==> config.mk <==
export PLATFORM = sky130hd
export DESIGN_NAME = gpio_bank_flat
export DESIGN_NICKNAME = d
export VERILOG_FILES = /design/src/rtl/gpio_bank_if.sv /design/src/rtl/gpio_bank.sv /design/src/flat_wrapper.sv
export SDC_FILE = /design/constraint.sdc
export NUM_CORES = 1
export LEC_CHECK = 0
export ABC_CLOCK_PERIOD_IN_PS = 2300
export BUFFER_PORTS_ARGS = -buffer_cell sky130_fd_sc_hd__buf_2
export CAP_MARGIN = 20
export CORE_ASPECT_RATIO = 0.6
export CORE_MARGIN = 5
export CORE_UTILIZATION = 45
export CTS_BUF_LIST = sky130_fd_sc_hd__clkbuf_4
export CTS_CLUSTER_DIAMETER = 30
export CTS_CLUSTER_SIZE = 30
export DETAILED_ROUTE_END_ITERATION = 8
export PLACE_DENSITY = 0.75
export SETUP_SLACK_MARGIN = 0.3
export SYNTH_ARGS = -nofsm -noshare
export SYNTH_HDL_FRONTEND = slang
export SYNTH_SLANG_ARGS = --single-unit
==> constraint.sdc <==
create_clock -name clk -period 2.3 [get_ports clk]
set_input_delay 0.23 -clock clk [delete_from_list [all_inputs] [get_ports clk]]
set_output_delay 0.23 -clock clk [all_outputs]
set_load 0.1 [all_outputs]
==> src/rtl/gpio_bank_if.sv <==
// CPU memory-bus slave port for gpio_bank: chip select, write enable,
// address, write data and registered read data.
interface gpio_bank_if #(
  parameter int unsigned WIDTH = 32
);
  logic             cs;
  logic             wen;
  logic [5:0]       addr;
  logic [WIDTH-1:0] din;
  logic [WIDTH-1:0] dout;

  modport master (output cs, wen, addr, din, input  dout);
  modport slave  (input  cs, wen, addr, din, output dout);
endinterface

==> src/rtl/gpio_bank.sv <==
// Parametrised GPIO bank: NOUT set/clear/toggle output registers and NIN
// synchronised inputs with sticky rising-edge flags and a level interrupt.
module gpio_bank #(
  parameter int unsigned WIDTH = 32,
  parameter int unsigned NOUT  = 4,
  parameter int unsigned NIN   = 2
) (
  input  logic                  clk,
  input  logic                  reset_n,
  gpio_bank_if.slave            bus,
  input  logic [NIN*WIDTH-1:0]  io_in,
  output logic [NOUT*WIDTH-1:0] io_out,
  output logic                  irq
);

  logic [2:0] idx;
  logic       bank;
  logic [1:0] mode;
  logic       wr;

  logic [WIDTH-1:0] out_q  [NOUT];
  logic [WIDTH-1:0] s1_q   [NIN];
  logic [WIDTH-1:0] s2_q   [NIN];
  logic [WIDTH-1:0] p_q    [NIN];
  logic [WIDTH-1:0] edge_q [NIN];
  logic [WIDTH-1:0] clr_c  [NIN];
  logic [WIDTH-1:0] rd_c;
  logic [1:0]       arm_q;
  logic             armed;
  logic             any_edge_c;

  assign idx   = bus.addr[2:0];
  assign bank  = bus.addr[3];
  assign mode  = bus.addr[5:4];
  assign wr    = bus.cs & bus.wen;
  assign armed = (arm_q == 2'd3);

  for (genvar k = 0; k < NOUT; k++) begin : g_out
    assign io_out[k*WIDTH +: WIDTH] = out_q[k];
  end

  // Output registers; unmapped indices match no k and are ignored.
  always_ff @(posedge clk or negedge reset_n) begin
    if (!reset_n) begin
      for (int k = 0; k < NOUT; k++) out_q[k] <= '0;
    end else if (wr && !bank) begin
      for (int k = 0; k < NOUT; k++) begin
        if (idx == 3'(k)) begin
          case (mode)
            2'b00:   out_q[k] <= bus.din;
            2'b01:   out_q[k] <= out_q[k] | bus.din;
            2'b10:   out_q[k] <= out_q[k] & ~bus.din;
            default: out_q[k] <= out_q[k] ^ bus.din;
          endcase
        end
      end
    end
  end

  // Input synchronisers and previous-value stage for edge detection.
  always_ff @(posedge clk or negedge reset_n) begin
    if (!reset_n) begin
      for (int j = 0; j < NIN; j++) begin
        s1_q[j] <= '0;
        s2_q[j] <= '0;
        p_q[j]  <= '0;
      end
    end else begin
      for (int j = 0; j < NIN; j++) begin
        s1_q[j] <= io_in[j*WIDTH +: WIDTH];
        s2_q[j] <= s1_q[j];
        p_q[j]  <= s2_q[j];
      end
    end
  end

  // Arm counter holds off edge detection until the sync pipeline is full.
  always_ff @(posedge clk or negedge reset_n) begin
    if (!reset_n)    arm_q <= 2'd0;
    else if (!armed) arm_q <= arm_q + 2'd1;
  end

  always_comb begin
    for (int j = 0; j < NIN; j++) begin
      clr_c[j] = '0;
      if (wr && bank && idx[2] && (idx[1:0] == 2'(j))) clr_c[j] = bus.din;
    end
  end

  // Sticky rising-edge flags; a new edge wins over a same-cycle clear.
  always_ff @(posedge clk or negedge reset_n) begin
    if (!reset_n) begin
      for (int j = 0; j < NIN; j++) edge_q[j] <= '0;
    end else if (armed) begin
      for (int j = 0; j < NIN; j++)
        edge_q[j] <= (edge_q[j] & ~clr_c[j]) | (s2_q[j] & ~p_q[j]);
    end
  end

  always_comb begin
    any_edge_c = 1'b0;
    for (int j = 0; j < NIN; j++) any_edge_c = any_edge_c | (|edge_q[j]);
  end

  always_ff @(posedge clk or negedge reset_n) begin
    if (!reset_n) irq <= 1'b0;
    else          irq <= any_edge_c;
  end

  always_comb begin
    rd_c = '0;
    if (!bank) begin
      for (int k = 0; k < NOUT; k++)
        if (idx == 3'(k)) rd_c = out_q[k];
    end else if (!idx[2]) begin
      for (int j = 0; j < NIN; j++)
        if (idx[1:0] == 2'(j)) rd_c = s2_q[j];
    end else begin
      for (int j = 0; j < NIN; j++)
        if (idx[1:0] == 2'(j)) rd_c = edge_q[j];
    end
  end

  always_ff @(posedge clk or negedge reset_n) begin
    if (!reset_n)    bus.dout <= '0;
    else if (bus.cs) bus.dout <= rd_c;
  end

endmodule

==> src/flat_wrapper.sv <==
// flat-port wrapper written by rule: the top's interface ports become plain ports
module gpio_bank_flat 
#(
  parameter int unsigned WIDTH = 32,
  parameter int unsigned NOUT  = 4,
  parameter int unsigned NIN   = 2
)
  (clk, reset_n, io_in, io_out, irq, bus_cs, bus_wen, bus_addr, bus_din, bus_dout);
  gpio_bank_if #(.WIDTH(WIDTH)) bus_i ();
  input  logic clk;
  input  logic reset_n;
  input  logic [NIN*WIDTH-1:0] io_in;
  output logic [NOUT*WIDTH-1:0] io_out;
  output logic irq;
  input wire logic [$bits(bus_i.cs)-1:0] bus_cs;
  input wire logic [$bits(bus_i.wen)-1:0] bus_wen;
  input wire logic [$bits(bus_i.addr)-1:0] bus_addr;
  input wire logic [$bits(bus_i.din)-1:0] bus_din;
  output wire logic [$bits(bus_i.dout)-1:0] bus_dout;
  assign bus_i.cs = bus_cs;
  assign bus_i.wen = bus_wen;
  assign bus_i.addr = bus_addr;
  assign bus_i.din = bus_din;
  assign bus_dout = bus_i.dout;
  gpio_bank #(.WIDTH(WIDTH), .NOUT(NOUT), .NIN(NIN)) u_core (.clk(clk), .reset_n(reset_n), .bus(bus_i), .io_in(io_in), .io_out(io_out), .irq(irq));
endmodule
======== After elaboration in Yosys (flattened, before gate mapping) ========
Index checks and enable logic that the tools add are counted.
word-level totals
  flip-flop bits (word level) ............. 419
  bits of input ports ..................... 106
  logic and storage cells ................. 79
operators by class
  add/sub/neg operators ................... 1
  equal/unequal tests ..................... 7
  muxes and demuxes ....................... 16
  bitwise gates (word level) .............. 25
  reduce and logical (&&, ||, !) cells .... 15
operator list
  kind                                                 count
  two-way mux 32 bit                                   12
  one-hot mux 32 bit (3 select lines)                  4
  AND 32 bit                                           8
  bitwise OR 32 bit                                    6
  NOT 32 bit                                           5
  bitwise XOR 32 bit                                   4
  OR reduction 32 bit                                  2
  AND reduction 2 bit                                  4
  equality test 3 x 2 -> 1 bit, second input constant  2
  logical AND 1 bit                                    5
  equality test 2 x 1 -> 1 bit, second input constant  2
  equality test 2 bit, second input constant           2
  zero test 2 bit                                      2
  equality test 3 x 1 -> 1 bit, second input constant  1
  zero test 3 bit                                      1
  adder 2 x 1 -> 2 bit, second input constant          1
  AND 1 bit                                            1
  zero test 1 bit                                      1
  bitwise OR 1 bit                                     1

======== Depth between registers and ports, before layout ========
Gate-level depths: netlist of run 1.
  depth after elaboration ................. 8
  depth in mapped cells ................... 8
  depth with buffers taken out ............ 5

======== Worst setup path before layout of run 1 ========
Ideal clock, no wire load.
  path type ............................... register -> register
  start point ............................. register u_core.out_q (netlist bit u_core.io_out[43])
  end point ............................... register u_core.out_q (netlist bit u_core.io_out[43])
  setup time .............................. 0.133 ns
  data arrival time ....................... 1.904 ns
  data required time ...................... 2.167 ns
  slack ................................... 0.264 ns
  stages on the path, launching flop included .. 6
  path buffers ............................ 0
  cell sequence ........................... dfrtp_1 > inv_1 > ha_1 > mux2_2 > a211oi_1 > a21oi_1
on the way
  cells in the longest elaborated chain, start to end .. 2
  elaborated cells on any way between the ends .. 4
  those cells by class .................... mux (1); bitwise (3)
ends and longest elaborated chain
  element                                           line             RTL
  start: declaration                                gpio_bank.sv:21  logic [WIDTH-1:0] out_q [NOUT];
  start signal: indexed assignment                  gpio_bank.sv:50  2'b00: out_q[k] <= bus.din;
  start signal: indexed assignment                  gpio_bank.sv:51  2'b01: out_q[k] <= out_q[k] | bus.din;
  start signal: indexed assignment                  gpio_bank.sv:52  2'b10: out_q[k] <= out_q[k] & ~bus.din;
  bitwise XOR 32 bit, or another cell as far along  gpio_bank.sv:53  default: out_q[k] <= out_q[k] ^ bus.din;
  one-hot mux 32 bit (3 select lines) (*)           gpio_bank.sv:49  case (mode)
Every way passes the cells marked *; elsewhere a longest branch is shown, timed or not.
A chain may end at the register's enable or synchronous reset.

======== Worst setup path after layout of run 1 ========
  start point ............................. register u_core.edge_q[28] in the netlist's numbering
  end point ............................... register u_core.irq
on the way
  cells in the longest elaborated chain, start to end .. 2
ends and longest elaborated chain
  element                           line              RTL
  start: declaration                gpio_bank.sv:25   logic [WIDTH-1:0] edge_q [NIN];
  start signal: indexed assignment  gpio_bank.sv:96   edge_q[j] <= (edge_q[j] & ~clr_c[j]) | (s2_q[j] & ~p_q[j]);
  OR reduction 32 bit               gpio_bank.sv:102  for (int j = 0; j < NIN; j++) any_edge_c = any_edge_c | (|edge_q[j]);
  bitwise OR 1 bit                  gpio_bank.sv:102
  via u_core.any_edge_c             gpio_bank.sv:30   logic any_edge_c;
  end signal: assignment            gpio_bank.sv:107  else irq <= any_edge_c;
  end: declaration                  gpio_bank.sv:13   output logic irq
The timed path passes the listed nets, and every way through them passes these cells.

==> results of run 1 <==
==> where the power goes <==
group | switching, mW | total (mW) | internal, mW
clock network | 3.53 | 6.55 | 3.02
logic | 6.81 | 9.10 | 2.29
registers | 0.959 | 9.14 | 8.18
total | 11.3 | 24.8 | 13.5
==> registers in the layout (all words and copies together), names as in the netlist <==
name / count
u_core.edge_q: 64
u_core.bus.dout: 32
u_core.arm_q: 2
u_core.s1_q: 64
u_core.io_out: 128
u_core.irq: 1
u_core.s2_q: 64
u_core.p_q: 64
==> worst register-to-register path: cells and delay by family, from the launching register on <==
family           cells  cell delay, ns
and+or+nand+nor      3            1.52
DFF                  1            0.41
==> cell usage after synthesis (2+ instances only) <==
cell,n
dfrtp_1,419
ha_1,257
inv_1,226
a21oi_1,225
a211oi_1,223
mux2_2,161
nor2_1,128
nand2_1,65
a32o_1,64
clkbuf_1,63
buf_2,58
mux2i_1,32
nor3_1,32
o21a_1,32
a22oi_1,31
o32ai_1,29
nor4_1,16
buf_4,12
buf_6,9
buf_1,5
nand4_1,4
nand2b_1,3
nor3_4,3
a221oi_1,2
and3_1,2
nand3b_1,2
o21ai_0,2
==> repair_timing <==
item,4_1_cts,5_1_grt
gates resized for setup,56,20
hold buffers,151,1
setup endpoints to repair,56,20
hold endpoints to repair,566,1
==> per-layer routing <==
| layer | global-route usage | wire [um] | share of wire | vias to the layer above |
|---|---|---|---|---|
| met3 | 0.0663 | 6630 | 0.092 | 199 |
| met5 | 0 | 18 | 0.00025 | - |
| met4 | 0.128 | 3640 | 0.050 | 2 |
| met2 | 0.410 | 33700 | 0.47 | 918 |
| li1 | - | - | - | 8443 |
| met1 | 0.325 | 28300 | 0.39 | 9391 |
==> path summary, 6_finish.rpt <==
check | depth (start not counted) | end | slack (ns)
min in group asynchronous | 4 | u_core.bus.dout[13] | 0.50
hold / removal | 2 | u_core.s1_q[11] | 0.07
setup / recovery | 3 | u_core.irq | 0.32
hold reg to reg | 0 | u_core.s2_q[50] | 0.34
max in group asynchronous | 5 | u_core.io_out[57] | 0.99
setup reg to reg | 3 | u_core.irq | 0.32
==> layout make-up <==
class                   instances  area share
flip-flops and latches        419       0.376
inverters                     226      0.0302
repair buffers                479       0.135
clock buffers                  75      0.0200
multi-input cells            1325       0.383
clock inverters                57      0.0251
well taps                     682      0.0304
diodes                          5    0.000445
==> cell families after synthesis <==
kind of cell               Yosys count
AOI/OAI and AO/OA                  609
muxes                              193
xor gates and xnor gates             1
and+or+nand+nor                    265
DFF                                419
adders and majority gates          257
buffers and inverters              373
==> results.md, run 1 <==
* Ratio of final minimum period to clock period at 0.859
* CTS Sinks at 419
* Mapped cell area at 0.0228 mm2
* Pre-CTS setup slack at 0.216 ns
* Layout Area Growth over Synthesis at 23.2%
* # DRC at 0
* CP bufs+invs at 0
* First-pass GRT wire length at 111 mm
* Number of non-filler instances in the completed layout at 3268
* Synth Area in XOR/XNOR at 0.000384
* Most common cell after layout, fill and taps aside: dfrtp_1
* First-pass DRT Iterations at 7
* Max-Cap Viols at 0
* Synth Area per Inst at 10.8 um2
* Top-Level Pins at 267
* Initial Util at 0.459
* Slew @ Worst Pin at 0.823 ns
* Adder-cell share of the synthesized area at 0.141
* Main area contributors after synthesis: dfrtp_1 (46%), ha_1 (14%), mux2_2 (7.9%)
* GRT Total Usage at 0.256
* Drt total wl at 72.2 mm
* Initial DRC count at 1690
* Status: complete, no violations
* Layout Utilization at 0.565
* Worst VDD drop at 0.000893 V
* Crit path from: u_core.edge_q[28]
* Clock latency on the worst-skew pair at 0.86 ns
* CTS buffer count at 71
* Final count of negative-setup-slack endpoints at 0
* Final Total Pwr at 24.8 mW
* CP Class: register to register
* Slew Limit Fails at 0
* Combinational family with the most area after synthesis: compound AO/OA/AOI/OAI gates
* Final min period at 1.98 ns
* Detail Route Antenna Nets at 0
* Share of the synthesized area in the top cell type at 0.459
* CTS root buffer: clkbuf_4
* Simple-Gate Fraction of Synth Area at 0.0523
* Input/output buffers at 266
* Antenna violations before repair at 6
* DP Area at 0.0251 mm2
* Number of global-route vias before repair at 19338
* Post-CTS Repair Setup Buffers at 0
* Clk slew on worst S/H paths at 0.13 ns
* CP peak stage delay at 0.60 ns
* Mux cell area share after synthesis at 0.0935
* Most common flop cell mapped by yosys: dfrtp_1
* TritonCTS clock tree: built
* Syn nets at 2480
* Detailed-route via count at 18953
* Hold Vio Cnt, Final at 0
* DIE WIDTH at 301 um
* Most frequent cells in the layout: dfrtp_1 (355), ha_1 (256), inv_1 (226), a21oi_1 (225), a211oi_1 (223)
* RSZ-0062 raised after global routing: yes
* Worst Skew at 0.0842 ns
* FF+latch count, synth at 419
* Cell taking the most area after synthesis: dfrtp_1
* H-tree levels at 3
* Cell variety after synth at 39
* Final worst slack at 0.324 ns
* Fmax at 506 MHz
* Placed cells at 2979
* Final GP Congestion at 0.855
* Max-slew headroom at 0.451
* Register area share after synthesis at 0.459
* Layout cells sized above 1 at 0.269
* Worst hold slack at 0.0693 ns
* Setup_tns at 0 ns
* Crit path DAT at 2.72 ns
* Die area at 0.0555 mm2
* FP Rows at 63
* Placeable core area at 0.0497 mm2
* P_leak at 12.9 nW
* Top delay family on crit path: simple AND/OR/NAND/NOR gates
* Worst R2R Start: u_core.edge_q[28]
* Hold path startpoint: io_in[43]
* YS warnings at 0
* Drt wl/cell at 22.1 um
* Worst-path cell chain: nor4_1 > nand4_1 > or4_1
* Fill cells at 4084
* Clock Path Buffers at 3
* Die Y at 184 um
* Post-Synthesis Cells at 2117
* Pwr/cell area at 882 mW/mm2
* Largest net degree at the start of global routing at 99
* CP Launch Type: register
* DR vias/cell at 5.80
* Critical path endpoint category: register
* GRT overflow at 0
* Storage element area at 0.0106 mm2
* DP HPWL at 49.7 mm
* Synth async-reset ratio at 1.00
* Crit-path max FO at 3
* CP max-delay cell: or4_1
* Multi-input logic area at 0.0108 mm2
* Critical path required time at 3.04 ns
* Post-synthesis compound-gate area fraction at 0.184
* Post-synth EDFFs at 0
* Hold WC Path Type: primary input to register
* Post-route design area at 0.0281 mm2
* Nets at 2885
No activity file was read; power rests on OpenSTA's default activity.
==> inputs of run 2 (changes only) <==
--- a/config.mk
+++ b/config.mk
@@ -6,7 +6,6 @@
 export NUM_CORES = 1
 export LEC_CHECK = 0
 export ABC_CLOCK_PERIOD_IN_PS = 2300
-export BUFFER_PORTS_ARGS = -buffer_cell sky130_fd_sc_hd__buf_2
 export CAP_MARGIN = 20
 export CORE_ASPECT_RATIO = 0.6
 export CORE_MARGIN = 5
@@ -15,7 +14,8 @@
 export CTS_CLUSTER_DIAMETER = 30
 export CTS_CLUSTER_SIZE = 30
 export DETAILED_ROUTE_END_ITERATION = 8
-export PLACE_DENSITY = 0.75
+export DONT_BUFFER_PORTS = 1
+export PLACE_DENSITY = 0.71
 export SETUP_SLACK_MARGIN = 0.3
 export SYNTH_ARGS = -nofsm -noshare
 export SYNTH_HDL_FRONTEND = slang
==> run 2 against run 1 <==
  * Critical endpoint is now u_core.io_out[53]
  * Register-to-register slack worse by 0.05 ns
  * Via count is 0.89% higher
  * Largest cell class unchanged
  * Count of clock-buffer cells in the layout up 11
  * Highest routed layer is now met4
  * Critical path type unchanged
  * Largest power group is now combinational cells
  * The flow now finishes with violations (hold timing, slew limit)
==> results.md, run 2 (same netlist as run 1, synthesis figures left out) <==
* DP Area at 0.0246 mm2 (-2.2%)
* Nets at 2873 (-0.42%)
* Antenna violations before repair at 7 (+1)
* Status: finished, violations left
* CP peak stage delay at 0.59 ns (about the same)
* Fmax at 493 MHz (-2.5%)
* Switching power at 10.8 mW (-4.0%)
* Pre-CTS setup slack at 0.451 ns (+0.235 ns)
* Worst-path cell chain: inv_1 > ha_1 > mux2_2 > a211oi_2 > dlygate4sd3_1 > a21oi_1
* Net Sw Frac at 0.439 (-0.0163)
* Worst R2R Start: u_core.io_out[53]
* Ratio of final minimum period to clock period at 0.881 (+0.0223)
* DIE WIDTH at 301 um (unchanged)
* Placeable core area at 0.0497 mm2 (unchanged)
* Post-route design area at 0.0286 mm2 (+1.7%)
* Hold WC Path Type: primary input to async pin
* Detail Route Antenna Nets at 0 (unchanged)
* Final Total Pwr at 24.7 mW (-0.47%)
* Max reg flops at 128 (unchanged)
* Largest net degree at the start of global routing at 420 (+320%)
* Max-Cap Viols at 0 (unchanged)
* Hold Vio Cnt, Final at 491 (+491)
* GRT overflow at 0 (unchanged)
* Most frequent cells in the layout: dfrtp_1 (335), ha_1 (256), dlygate4sd3_1 (233), inv_1 (224), a21oi_1 (221)
* Placed cells at 2843 (-4.6%)
* GRT Total Usage at 0.269 (+0.0127)
* Most common cell after layout, fill and taps aside: dfrtp_1
* Clk slew on worst S/H paths at 0.08 ns (-0.05 ns)
* FP Rows at 63 (unchanged)
* Setup_tns at 0 ns (unchanged)
* Layout cells sized above 1 at 0.245 (-0.0245)
* Final count of negative-setup-slack endpoints at 0 (unchanged)
* Worst R2R Setup Slack at 0.27 ns (-0.05 ns)
* H-tree levels at 3 (unchanged)
* Number of global-route vias before repair at 19570 (+1.2%)
* CP Class: register to register
* CP max-delay cell: dlygate4sd3_1
* Critical path required time at 2.99 ns (-0.05 ns)
* Drt wl/cell at 23.6 um (+6.9%)
* Layout Area Growth over Synthesis at 25.3%
* CP Launch Type: register
* Clock Path Buffers at 3 (unchanged)
* Final worst slack at 0.273 ns (-0.0513 ns)
* Number of non-filler instances in the completed layout at 3266 (-0.061%)
* Die area at 0.0555 mm2 (unchanged)
* Max-slew headroom at -0.0208 (-0.472)
* Crit-path max FO at 4 (+1)
* Final GP Congestion at 0.844 (-1.3%)
* Clock share of power at 0.251 (-0.013)
* Clock latency on the worst-skew pair at 0.83 ns (-0.03 ns)
* CTS root buffer: clkbuf_4
* Drt total wl at 77.2 mm (+6.8%)
* # DRC at 0 (unchanged)
* Layout Utilization at 0.575 (+0.00971)
* P_leak at 12.9 nW (+0.13%)
* R2R Path End: u_core.io_out[53]
* Worst VDD drop at 0.000652 V (-27%)
* Pwr/cell area at 863 mW/mm2 (-2.2%)
* Die Y at 184 um (unchanged)
* DR vias/cell at 5.85 (+0.95%)
* Internal Power at 13.8 mW (+2.5%)
* TritonCTS clock tree: built
* Crit path DAT at 2.72 ns (about the same)
* Initial Util at 0.459 (unchanged)
* Input/output buffers at 0 (-100%)
* Slew Limit Fails at 60 (+60)
* First-pass GRT wire length at 115 mm (+3.6%)
* Detailed-route via count at 19121 (+0.89%)
* RSZ-0062 raised after global routing: yes
* First-pass DRT Iterations at 6 (-1)
* Part of the power in registers at 0.365 (-0.004)
* Gate power share at 0.384 (+0.017)
* Worst Skew at 0.0558 ns (-0.0283 ns)
* CTS Sinks at 419 (unchanged)
* Critical path endpoint category: register
* Failing checks: hold timing, slew limit
* Final min period at 2.03 ns (+0.0513 ns)
* Slew @ Worst Pin at 1.53 ns (+0.708 ns)
* Top-Level Pins at 267 (unchanged)
* Initial DRC count at 1749 (+3.5%)
* DP HPWL at 45.5 mm (-8.5%)
* Worst hold slack at -0.836 ns (-0.905 ns)
* CTS buffer count at 77 (+8.5%)
* R2R cell count at 6 (+3)
## run 2: changes by cell type in the layout (fill, tap and decap cells not counted), sizes merged
cell          before  now
clkinv            16   32
dlymetal6s4s       0    1
clkbuf            93   87
inv              247  237
bufinv            10    8
dlygate4sd3      151  233
buf              310  226
clkinvlp          10    6
diode              5   10
## run 2: power by group through the flow
stage                     Clock, mW  Sequential [mW]  Combinational, mW
after floorplan                   0             13.2               2.46
after global placement            0             9.05               8.18
after detailed placement          0             9.12               8.48
after CTS                      6.31             8.99               9.12
after global routing           6.68             9.11               9.96
final                          6.19             9.01               9.47
## run 2: worst max-delay path: cells and delay by family (launching register included)
family	cells	cell delay, ns
mux	1	0.27
flops	1	0.44
buf+inv	2	0.68
compound gates	2	0.28
fa+ha+maj	1	0.23
## run 2: per-layer routing
metal | global-route usage | up-vias | share of wire
li1 | - | 8415 | -
met1 | 0.333 | 9546 | 0.38
met2 | 0.435 | 932 | 0.47
met3 | 0.0658 | 228 | 0.091
met4 | 0.150 | 0 | 0.059
met5 | 0 | - | 0
## run 2: worst max-delay path by stage
stage / to / depth (start not counted) / start
after floorplan: u_core.io_out[30] / 5 / u_core.io_out[30]
after global placement: u_core.irq / 4 / u_core.edge_q[42]
after detailed placement: u_core.irq / 4 / u_core.edge_q[42]
after CTS: u_core.bus.dout[21] / 8 / bus_addr[1]
after global routing: u_core.io_out[53] / 6 / u_core.io_out[53]
final: u_core.io_out[53] / 6 / u_core.io_out[53]
## run 2: repair_timing
item,4_1_cts,5_1_grt
endpoints found under the hold margin,707,492
buffers inserted,0,30
setup endpoints to repair,0,55
resized for setup,0,53
hold buffers,253,1
## run 2: final cells by class
class,instances,area (um2)
clock inverters,57,529
diodes,10,25.0
well taps,682,853
fillers,4113,21100
multi-input cells,1325,10800
flip-flops and latches,419,10600
repair buffers,461,4280
clock buffers,86,646
inverters,226,848
==> inputs of run 3 (changes only) <==
--- a/config.mk
+++ b/config.mk
@@ -8,7 +8,7 @@
 export ABC_CLOCK_PERIOD_IN_PS = 2300
 export CAP_MARGIN = 20
 export CORE_ASPECT_RATIO = 0.6
-export CORE_MARGIN = 5
+export CORE_MARGIN = 2
 export CORE_UTILIZATION = 45
 export CTS_BUF_LIST = sky130_fd_sc_hd__clkbuf_4
 export CTS_CLUSTER_DIAMETER = 30
==> run 3 against run 2 <==
  * The run ends with hold timing left
  * Critical endpoint is now u_core.bus.dout[1]
  * Critical path type is now primary input to register
  * Global-route usage up 2.5 points
  * Setup slack worse by 0.077 ns
  * Non-clock buffer count rose by 50
  * Power grew 4.2%
  * Worst hold slack worse by 0.0088 ns
  * Sequential share of layout area shrank 0.98 points
  * Core utilization up 1.6 points
  * Cell area is 2.7% higher
  * Clock power up 14%
==> results.md, run 3 (same netlist as run 1, synthesis figures left out) <==
* FP Rows at 63 (unchanged)
* Clock Path Buffers at 3 (unchanged)
* Pre-CTS setup slack at 0.342 ns (-0.109 ns)
* Drt total wl at 79.7 mm (+3.3%)
* Fmax at 475 MHz (-3.7%)
* Placed cells at 2841 (-0.070%)
* Failing checks: hold timing
* Clk slew on worst S/H paths at 0.13 ns (+0.05 ns)
* H-tree levels at 3 (unchanged)
* Slew @ Worst Pin at 1.17 ns (-0.362 ns)
* Crit path DAT at 2.77 ns (+0.05 ns)
* DP HPWL at 44.8 mm (-1.6%)
* Most common cell after layout, fill and taps aside: dfrtp_1
* Die area at 0.0526 mm2 (-5.2%)
* Worst setup path end: u_core.bus.dout[1]
* Critical path endpoint category: register
* Internal Power at 14.6 mW (+5.3%)
* CTS Sinks at 419 (unchanged)
* Max reg flops at 128 (unchanged)
* RSZ-0062 raised after global routing: yes
* Clock share of power at 0.273 (+0.022)
* Pwr/cell area at 875 mW/mm2 (+1.4%)
* Max-Cap Viols at 0 (unchanged)
* Net Sw Frac at 0.434 (-0.00554)
* DR vias/cell at 5.84 (-0.24%)
* Layout cells sized above 1 at 0.255 (+0.0104)
* Layout Utilization at 0.591 (+0.0157)
* Initial DRC count at 1898 (+8.5%)
* Drt wl/cell at 24.0 um (+1.7%)
* Final count of negative-setup-slack endpoints at 0 (unchanged)
* First-pass GRT wire length at 117 mm (+1.1%)
* # DRC at 0 (unchanged)
* Worst VDD drop at 0.000917 V (+41%)
* Multi-input logic area at 0.0109 mm2 (+0.54%)
* Post-route design area at 0.0294 mm2 (+2.7%)
* Input/output buffers at 0 (unchanged)
* CP Class: primary input to register
* Die Y at 178 um (-3.3%)
* Hold WC Path Type: primary input to async pin
* Slew Limit Fails at 0 (-100%)
* Antenna violations before repair at 9 (+2)
* Gate power share at 0.376 (-0.008)
* Number of non-filler instances in the completed layout at 3319 (+1.6%)
* First-pass DRT Iterations at 5 (-1)
* P_leak at 13.3 nW (+2.7%)
* CP Launch Type: primary input
* GRT Total Usage at 0.293 (+0.0247)
* Initial Util at 0.459 (unchanged)
* Number of global-route vias before repair at 19648 (+0.40%)
* Worst R2R Setup Slack at 0.32 ns (+0.05 ns)
* Max-slew headroom at 0.221 (+0.241)
* R2R cell count at 6 (unchanged)
* DP Area at 0.0245 mm2 (about the same)
* CTS root buffer: clkbuf_4
* Detail Route Antenna Nets at 0 (unchanged)
* Layout Area Growth over Synthesis at 28.7%
* Final min period at 2.10 ns (+0.0772 ns)
* Most frequent cells in the layout: dfrtp_1 (334), dlygate4sd3_1 (269), ha_1 (256), inv_1 (221), a21oi_1 (221)
* Switching power at 11.2 mW (+2.9%)
* Critical path required time at 2.97 ns (-0.02 ns)
* TritonCTS clock tree: built
* R2R Path End: u_core.io_out[110]
* Final worst slack at 0.196 ns (-0.0772 ns)
* Part of the power in registers at 0.351 (-0.014)
* Storage element area at 0.0106 mm2 (about the same)
* Final GP Congestion at 0.867 (+2.7%)
* Top-Level Pins at 267 (unchanged)
* Placeable core area at 0.0497 mm2 (unchanged)
* Final Total Pwr at 25.7 mW (+4.2%)
* Status: finished, violations left
* GRT overflow at 0 (unchanged)
* Worst Skew at 0.0811 ns (+0.0252 ns)
* Nets at 2924 (+1.8%)
* Setup_tns at 0 ns (unchanged)
* Ratio of final minimum period to clock period at 0.915 (+0.0336)
* Largest net degree at the start of global routing at 420 (unchanged)
* Clock latency on the worst-skew pair at 0.84 ns (about the same)
* CTS buffer count at 78 (+1.3%)
* Fill cells at 4040 (-1.8%)
* Hold Vio Cnt, Final at 484 (-1.4%)
* DIE WIDTH at 295 um (-2.0%)
* Worst R2R Start: u_core.io_out[110]
* Worst hold slack at -0.844 ns (-0.00881 ns)
* Crit path from: bus_addr[1]
* Crit-path max FO at 13 (+9)
* Detailed-route via count at 19384 (+1.4%)
## run 3: cell types whose count changed in the layout (fill, tap and decap cells not counted), sizes merged, moves of 3 or more
cell         change
clkbuf           +3
dlygate4sd3     +36
inv              +3
bufinv           +5
buf             +12
clkinv           -9
clkinvlp         +3
## run 3: area by class of cell
cell class                 count  area share
inverter                     226      0.0289
tap                          682      0.0290
multi-input combinational   1325       0.371
clock buffer                  86      0.0220
timing repair buffer         511       0.163
clock inverter                59      0.0250
sequential                   419       0.361
antenna                       11    0.000937
## run 3: worst max-delay path, stage by stage
cell and delay (ns):
dlygate4sd3_1 0.86, clkbuf_16 0.32, dlygate4sd3_1 1.06, o21a_1 0.23
nor3_1 0.06
## run 3: how the worst min path moves through the flow
stage / start / cells after the start / slack, ns / to
after floorplan: reset_n / 0 / -0.07 / u_core.arm_q[0]
after global placement: reset_n / 0 / -0.03 / u_core.io_out[9]
after detailed placement: reset_n / 0 / -0.04 / u_core.io_out[9]
after CTS: reset_n / 0 / -0.99 / u_core.io_out[2]
after global routing: reset_n / 0 / -0.99 / u_core.s2_q[39]
final: reset_n / 0 / -0.84 / u_core.io_out[7]
## run 3: what timing repair did
action,CTS,global route
endpoints found under the hold margin,707,490
hold buffers,296,9
gates cloned,0,6
pin swaps,0,2
setup buffers,0,41
endpoints found under the setup margin,2,78
gates resized for setup,2,67
## run 3: power by group through the flow
stage,Clock [mW],Combinational (mW),Sequential (mW)
3_5_place_dp,0,8.46,9.13
2_1_floorplan,0,2.46,13.2
6_report,7.03,9.67,9.02
3_3_place_gp,0,8.16,9.07
4_1_cts,7.14,9.23,8.99
5_1_grt,7.50,10.2,9.10
## run 3: metal layers
layer | GRT usage | vias to the layer above | share of wire
li1 | - | 8530 | -
met1 | 0.368 | 9631 | 0.40
met2 | 0.467 | 968 | 0.46
met3 | 0.0700 | 251 | 0.086
met4 | 0.167 | 4 | 0.058
met5 | 0 | - | 0.00034
